$ cat config.mk
export PLATFORM = sky130hd
export DESIGN_NAME = conv_alu
export DESIGN_NICKNAME = d
export VERILOG_FILES = /design/src/rtl/conv_alu_pkg.sv /design/src/rtl/conv_alu_mac_lane.sv /design/src/rtl/conv_alu.sv
export SDC_FILE = /design/constraint.sdc
export NUM_CORES = 2
export LEC_CHECK = 0
export CAP_MARGIN = 20
export CORE_ASPECT_RATIO = 2
export CORE_UTILIZATION = 40
export DETAILED_ROUTE_END_ITERATION = 16
export SETUP_SLACK_MARGIN = 0.2
export SYNTH_ARGS = -nofsm -noshare
export SYNTH_HDL_FRONTEND = slang
export SYNTH_SLANG_ARGS = --single-unit
$ cat constraint.sdc
create_clock -name sys_clk -period 13.8 [get_ports sys_clk]
set_input_delay 3.45 -clock sys_clk [delete_from_list [all_inputs] [get_ports sys_clk]]
set_output_delay 3.45 -clock sys_clk [all_outputs]
set_load 0.01 [all_outputs]
$ cat src/rtl/conv_alu_pkg.sv
// Shared constants and FSM encoding for the conv_alu convolution stage.
// The absolute-value option in the lanes is selected by the CONV_ABS_EN macro.
package conv_alu_pkg;

    localparam int KSIZE_DEF  = 5;
    localparam int TAPS_DEF   = KSIZE_DEF * KSIZE_DEF;
    localparam int SHIFT_DEF  = 4;
    localparam int LANE_W     = 4;
    localparam int R_LSB      = 8;
    localparam int G_LSB      = 4;
    localparam int B_LSB      = 0;
    localparam int CENTRE_DEF = TAPS_DEF / 2;

    typedef enum logic [1:0] {
        ST_IDLE  = 2'b00,
        ST_ACC   = 2'b01,
        ST_NORM  = 2'b10,
        ST_WRITE = 2'b11
    } conv_state_e;

    // Row-major index of the kernel centre; holds the identity coefficient after reset.
    function automatic int centre_idx(input int ksize);
        return (ksize * ksize) / 2;
    endfunction

endpackage

$ cat src/rtl/conv_alu_mac_lane.sv
// One colour lane: 4-bit pixel x signed coefficient MAC, then shift and clamp to 0..15.
// With CONV_ABS_EN defined, negative results are folded to their magnitude before clamping.
module conv_mac_lane
    import conv_alu_pkg::*;
#(
    parameter int COEFW = 8,
    parameter int SHIFT = SHIFT_DEF
) (
    input  logic              sys_clk,
    input  logic              rst,
    input  logic              clr,
    input  logic              acc_en,
    input  logic              norm_en,
    input  logic [LANE_W-1:0] pix,
    input  logic [COEFW-1:0]  coef,
    output logic [LANE_W-1:0] result
);

    localparam int PW   = COEFW + 5;
    localparam int ACCW = COEFW + 10;

    logic signed [PW-1:0]   pix_ext_s;
    logic signed [PW-1:0]   coef_ext_s;
    logic signed [PW-1:0]   prod_s;
    logic signed [ACCW-1:0] acc_r;
    logic signed [ACCW-1:0] shifted_s;
    logic signed [ACCW-1:0] mag_s;
    logic [LANE_W-1:0]      clamp_s;
    logic [LANE_W-1:0]      result_r;

    assign pix_ext_s  = {{(PW-LANE_W){1'b0}}, pix};
    assign coef_ext_s = {{(PW-COEFW){coef[COEFW-1]}}, coef};
    assign prod_s     = pix_ext_s * coef_ext_s;
    assign result     = result_r;

    // Accumulator: cleared when a window is accepted, one product added per ACC cycle.
    always_ff @(posedge sys_clk) begin
        if (rst) begin
            acc_r <= {ACCW{1'b0}};
        end else if (clr) begin
            acc_r <= {ACCW{1'b0}};
        end else if (acc_en) begin
            acc_r <= acc_r + {{(ACCW-PW){prod_s[PW-1]}}, prod_s};
        end
    end

    // Normalise, optional magnitude, clamp to the 4-bit range.
    always_comb begin
        shifted_s = acc_r >>> SHIFT;
        mag_s     = shifted_s;
        clamp_s   = {LANE_W{1'b0}};
`ifdef CONV_ABS_EN
        if (shifted_s[ACCW-1]) begin
            mag_s = -shifted_s;
        end else begin
            mag_s = shifted_s;
        end
`else
        mag_s = shifted_s;
`endif
        if (mag_s[ACCW-1]) begin
            clamp_s = {LANE_W{1'b0}};
        end else if (|mag_s[ACCW-2:LANE_W]) begin
            clamp_s = {LANE_W{1'b1}};
        end else begin
            clamp_s = mag_s[LANE_W-1:0];
        end
    end

    // Result register, loaded in NORM and held until the next window's NORM.
    always_ff @(posedge sys_clk) begin
        if (rst) begin
            result_r <= {LANE_W{1'b0}};
        end else if (norm_en) begin
            result_r <= clamp_s;
        end
    end

endmodule

$ cat src/rtl/conv_alu.sv
// Convolution stage: snapshots a KSIZE x KSIZE RGB444 window, runs three parallel MAC lanes
// over a programmable coefficient file and writes one pixel back. Option macro: CONV_ABS_EN.
module conv_alu
    import conv_alu_pkg::*;
#(
    parameter int KSIZE  = KSIZE_DEF,
    parameter int DWIDTH = 12,
    parameter int AWIDTH = 19,
    parameter int COEFW  = 8,
    parameter int SHIFT  = SHIFT_DEF
) (
    input  logic                      sys_clk,
    input  logic                      rst,
    input  logic                      win_valid,
    output logic                      win_ready,
    input  logic [KSIZE*KSIZE*DWIDTH-1:0] win_data,
    input  logic [AWIDTH-1:0]         win_addr,
    input  logic                      coef_wen,
    input  logic [4:0]                coef_idx,
    input  logic [COEFW-1:0]          coef_data,
    output logic [AWIDTH-1:0]         waddr_alu,
    output logic [DWIDTH-1:0]         wdata_alu,
    output logic                      wen_alu,
    output logic                      busy
);

    localparam int               TAPS       = KSIZE * KSIZE;
    localparam int               WINW       = TAPS * DWIDTH;
    localparam int               CENTRE     = centre_idx(KSIZE);
    localparam logic [4:0]       TAP_LAST   = 5'(TAPS - 1);
    localparam logic [COEFW-1:0] IDENT_COEF = COEFW'(1 << SHIFT);

    conv_state_e       state_r;
    conv_state_e       state_nx_s;
    logic [WINW-1:0]   win_r;
    logic [AWIDTH-1:0] addr_r;
    logic [AWIDTH-1:0] waddr_r;
    logic [4:0]        tap_r;
    logic [COEFW-1:0]  coef_r [TAPS];
    logic              wen_r;
    logic              accept_s;
    logic              acc_en_s;
    logic              norm_en_s;
    logic              coef_we_s;
    logic [DWIDTH-1:0] pix_s;
    logic [COEFW-1:0]  coef_sel_s;
    logic [LANE_W-1:0] res_r_s;
    logic [LANE_W-1:0] res_g_s;
    logic [LANE_W-1:0] res_b_s;

    assign accept_s   = (state_r == ST_IDLE) && win_valid;
    assign acc_en_s   = (state_r == ST_ACC);
    assign norm_en_s  = (state_r == ST_NORM);
    assign coef_we_s  = (state_r == ST_IDLE) && coef_wen && (coef_idx <= TAP_LAST);
    assign pix_s      = win_r[int'(tap_r)*DWIDTH +: DWIDTH];
    assign coef_sel_s = coef_r[tap_r];

    assign win_ready  = (state_r == ST_IDLE);
    assign busy       = (state_r != ST_IDLE);
    assign waddr_alu  = waddr_r;
    assign wen_alu    = wen_r;
    assign wdata_alu  = {res_r_s, res_g_s, res_b_s};

    // State register.
    always_ff @(posedge sys_clk) begin
        if (rst) begin
            state_r <= ST_IDLE;
        end else begin
            state_r <= state_nx_s;
        end
    end

    // Next-state logic: IDLE -> ACC for TAPS cycles -> NORM -> WRITE -> IDLE.
    always_comb begin
        state_nx_s = state_r;
        case (state_r)
            ST_IDLE: begin
                if (win_valid) begin
                    state_nx_s = ST_ACC;
                end else begin
                    state_nx_s = ST_IDLE;
                end
            end
            ST_ACC: begin
                if (tap_r == TAP_LAST) begin
                    state_nx_s = ST_NORM;
                end else begin
                    state_nx_s = ST_ACC;
                end
            end
            ST_NORM:  state_nx_s = ST_WRITE;
            ST_WRITE: state_nx_s = ST_IDLE;
            default:  state_nx_s = ST_IDLE;
        endcase
    end

    // Window snapshot and tap counter; the counter saturates so it never indexes past the window.
    always_ff @(posedge sys_clk) begin
        if (rst) begin
            win_r  <= {WINW{1'b0}};
            addr_r <= {AWIDTH{1'b0}};
            tap_r  <= 5'd0;
        end else if (accept_s) begin
            win_r  <= win_data;
            addr_r <= win_addr;
            tap_r  <= 5'd0;
        end else if (acc_en_s && (tap_r != TAP_LAST)) begin
            tap_r  <= tap_r + 5'd1;
        end
    end

    // Write-port outputs: strobe is high for exactly the WRITE cycle, address then held.
    always_ff @(posedge sys_clk) begin
        if (rst) begin
            wen_r   <= 1'b0;
            waddr_r <= {AWIDTH{1'b0}};
        end else begin
            wen_r <= norm_en_s;
            if (norm_en_s) begin
                waddr_r <= addr_r;
            end
        end
    end

    // Coefficient file, reset to the identity kernel; writable only while idle.
    always_ff @(posedge sys_clk) begin
        if (rst) begin
            for (int i = 0; i < TAPS; i++) begin
                coef_r[i] <= (i == CENTRE) ? IDENT_COEF : {COEFW{1'b0}};
            end
        end else if (coef_we_s) begin
            coef_r[coef_idx] <= coef_data;
        end
    end

    conv_mac_lane #(.COEFW(COEFW), .SHIFT(SHIFT)) u_lane_r (
        .sys_clk (sys_clk),
        .rst     (rst),
        .clr     (accept_s),
        .acc_en  (acc_en_s),
        .norm_en (norm_en_s),
        .pix     (pix_s[R_LSB +: LANE_W]),
        .coef    (coef_sel_s),
        .result  (res_r_s)
    );

    conv_mac_lane #(.COEFW(COEFW), .SHIFT(SHIFT)) u_lane_g (
        .sys_clk (sys_clk),
        .rst     (rst),
        .clr     (accept_s),
        .acc_en  (acc_en_s),
        .norm_en (norm_en_s),
        .pix     (pix_s[G_LSB +: LANE_W]),
        .coef    (coef_sel_s),
        .result  (res_g_s)
    );

    conv_mac_lane #(.COEFW(COEFW), .SHIFT(SHIFT)) u_lane_b (
        .sys_clk (sys_clk),
        .rst     (rst),
        .clr     (accept_s),
        .acc_en  (acc_en_s),
        .norm_en (norm_en_s),
        .pix     (pix_s[B_LSB +: LANE_W]),
        .coef    (coef_sel_s),
        .result  (res_b_s)
    );

endmodule

==> results.txt <==
The flow ran to the end, and the final reports show no timing, DRC or antenna violations. For the count of pins on the block boundary, the log shows 370. The total of max-cap violations was 0; the full die area was 0.0854 mm². At the worst endpoint, the arrival time is 9.58 ns. The logs give 14.38 ns for the critical path required time and 2 for the maximum level of the CTS H-tree.

In this run the core area contains 150 standard-cell rows. Input and output buffers added on the ports amount to 369. The class of the most critical setup path was reg -> reg.

The post-synthesis area per instance was 9.99 µm²; the internal power contribution was 3.38 mW. Yosys mapped the design onto 65 distinct sky130hd cell types. The clock group share of total power came out at 37.8%. The tools report the root buffer cell as clkbuf_16. Clock-pin slew was measured on the worst setup and hold paths at 0.07 ns.

The placer congestion estimate was 0.884; the initial antenna violation count was 9. Post-CTS repair changed the size of 0 cells. TritonCTS built the clock tree. The library cells used most frequently in the layout, excluding fill and tap cells, are 787 x nand2_1, 453 x a21oi_1, 412 x dfxtp_1. The number of iterations in the first detailed-routing pass is 5, and the vertical die dimension is 412 µm.

Across all layers, the routed design uses 25679 vias. Leaving out fill and tap cells, the most frequent cell in the layout is nand2_1. The logs give 673 for the CTS sink count and 4826 for the number of cells in the finished layout apart from fillers. Sequential elements use 47.6% of the synthesized area. The worst setup path is captured at a register.

The number of max-slew violations in the final report is 0, and the total CTS buffers is 60. The ratio of final minimum period to clock period was 65.3%; the remaining max-slew budget at the tightest pin was 17.0%. The logs give 15.6 nW for the standby leakage power and 1.21 mW for the power spent charging and discharging nets.

For this run, asynchronously set or reset flops after synthesis account for 0%. Setup repair after global routing left no endpoint under its margin. The floorplan step defined a core boundary enclosing 0.0835 mm². Setup violations remaining at the end of the flow were counted as 0. The area added between synthesis and finish works out to 20.6%.

The tools report the Yosys warning count as 0. The initial utilization of the core area, before any placement, comes to 40.3%. The run gives 0.0337 mm² as the post-synthesis cell area. Synthesis handed over a netlist of 3370 instances. The clock network latency to the later pin of the worst-skew pair is 0.66 ns. The logs give 0.000103 V for the peak supply drop and 4703 for the number of cells after detailed placement. Wire length of the first global-routing pass: 158000 µm. The fill cell instance count of the final layout is 7867, and the share of layout cells above drive strength 1 is 9.99%. The number of nets in the final layout was 4217. For the final core utilization, the log shows 48.6%. The cts-stage hold buffer count was 0; the final wirelength was 106000 µm.

The final total negative setup slack was 0 ns. The logs give 0.111 GHz for the highest attainable clock frequency and 0 for the setup fix buffers added after clock tree synthesis. Entering global routing, the biggest net connects 211 pins. Total power divided by cell area: 113 mW/mm². In this run the worst path has a maximum fanout of 49. For the estimated wirelength of the detail-placed design, the log shows 78300 µm.

The per-cell routed wire length was 22.0 µm. Global routing finished with a remaining overflow of 0. Setup slack closes at 4.80 ns. The fraction of power consumed by combinational cells came out at 13.9%. The worst path needs 9.00 ns of the cycle, external delays included.

Timing analysis after detailed placement gives a worst setup slack of 4.68 ns. For this run, design rule violations remaining after detail routing come to 0. The type of origin of the critical path was a register. Number of antenna-violating nets in the routed design: 0. Overall global routing resource usage: 24.7%.

After synthesis the netlist holds a flip-flop and latch count of 673. The number of hold-slack violations in the final timing report was 0. In this run the worst hold path is classified as reg -> reg.

The number of synthesized flops with an enable pin is 256. For the pin with the worst max-slew slack, the measured transition is 1.24 ns. The detailed-route vias per instance is 5.32, and the starting DRC count in detailed routing is 1790.

For the final database, setup skew stands at 0.0191 ns. The run gives 25798 as the via count of the first global-routing pass. The deepest clock path buffer count was 3; the share of total power consumed by net switching was 26.3%.

The die boundary width is 207 µm, and the proportion of power drawn by flip-flops and latches is 48.3%. For this run, the leading register cell type out of synthesis is dfxtp_1. On the final layout, the worst hold slack is 0.449 ns.
## logic make-up after synthesis
kind of cell / after synthesis / synth area share [%]
DFF: 673 / 47.6
adders and majority gates: 179 / 7.85
xor gates and xnor gates: 79 / 2.14
other: 1 / 0.0111
and+or+nand+nor: 1321 / 17.3
AOI/OAI and AO/OA: 596 / 9.78
buffers and inverters: 333 / 3.90
muxes: 188 / 11.4
## path summary, 6_finish.rpt
path              slack (ns)  cells after the start                  to  startpoint
hold / removal          0.45                      2       waddr_alu[12]  addr_r[12]
setup / recovery        4.80                     26  u_lane_g.acc_r[17]    tap_r[0]
hold reg to reg         0.45                      2       waddr_alu[12]  addr_r[12]
setup reg to reg        4.80                     26  u_lane_g.acc_r[17]    tap_r[0]
## flip-flops by register name, indices dropped and copies added, names as in the netlist, named ones only
name	flops
u_lane_r.acc_r	18
u_lane_b.acc_r	18
tap_r	5
state_r	1
wen_alu	1
u_lane_r.result	4
addr_r	19
u_lane_g.result	4
waddr_alu	19
u_lane_g.acc_r	18
coef_r	256
win_r	300
u_lane_b.result	4
## per-layer routing
metal | track usage [%] | share of wire (%) | up-vias
met3 | 3.08 | 4.0 | 166
met4 | 11.8 | 4.7 | 2
met5 | 0 | 0.011 | -
met1 | 25.4 | 36 | 12660
met2 | 48.6 | 56 | 666
li1 | - | - | 12185
## per-stage QoR
stage	total power, mW	instance area, µm²
after floorplan	2.62	33900
after global placement	2.89	38500
after detailed placement	2.90	38600
after CTS	4.63	40600
after global routing	4.76	40600
final	4.59	40600
## cell usage after synthesis (26+ instances only)
cell type	number	area (µm²)
nor2_1	182	683
edfxtp_1	256	7690
nor3_1	26	130
clkbuf_1	172	646
fa_1	54	1080
a21oi_1	453	2270
ha_1	125	1560
o21ai_0	28	140
nand2_1	788	2960
or2_2	41	257
xnor2_1	60	526
dfxtp_1	417	8350
inv_1	125	469
and2_1	203	1270
mux4_2	151	3400
## critical path, stage by stage (launching register included)
cell and delay [ns]:
dfxtp_4 0.76, buf_4 0.86, mux4_2 0.62, mux4_2 0.58, o21ai_1 0.48, nor2_1 0.11
ha_1 0.29, inv_1 0.05, fa_1 0.45, fa_1 0.49, inv_1 0.04, ha_1 0.31
a21oi_1 0.17, nor2_1 0.06, or3_1 0.33, a2111o_1 0.39, a41oi_1 0.24, xor2_1 0.50
ha_1 0.42, and4_1 0.18, a22oi_1 0.13, o21ai_0 0.13, o41ai_1 0.43, o21ai_0 0.20
xnor2_1 0.16, or3_1 0.32, a21oi_1 0.14
## layout make-up
type | count | area [µm²] | share of cell area (%)
clock inverter | 30 | 288 | 0.709
inverter | 125 | 469 | 1.16
timing repair buffer | 423 | 4170 | 10.3
clock buffer | 83 | 1710 | 4.20
antenna | 9 | 22.5 | 0.0554
tap | 1064 | 1330 | 3.28
multi-input combinational | 2419 | 16600 | 40.8
sequential | 673 | 16000 | 39.5
## power groups by stage
stage          logic [mW]  registers, mW  clock network [mW]
2_1_floorplan       0.394           2.23                   0
3_3_place_gp        0.629           2.26                   0
3_5_place_dp        0.637           2.26                   0
4_1_cts             0.640           2.22                1.77
5_1_grt             0.691           2.23                1.84
6_report            0.636           2.22                1.74
No activity file was read; power rests on OpenSTA's default activity.
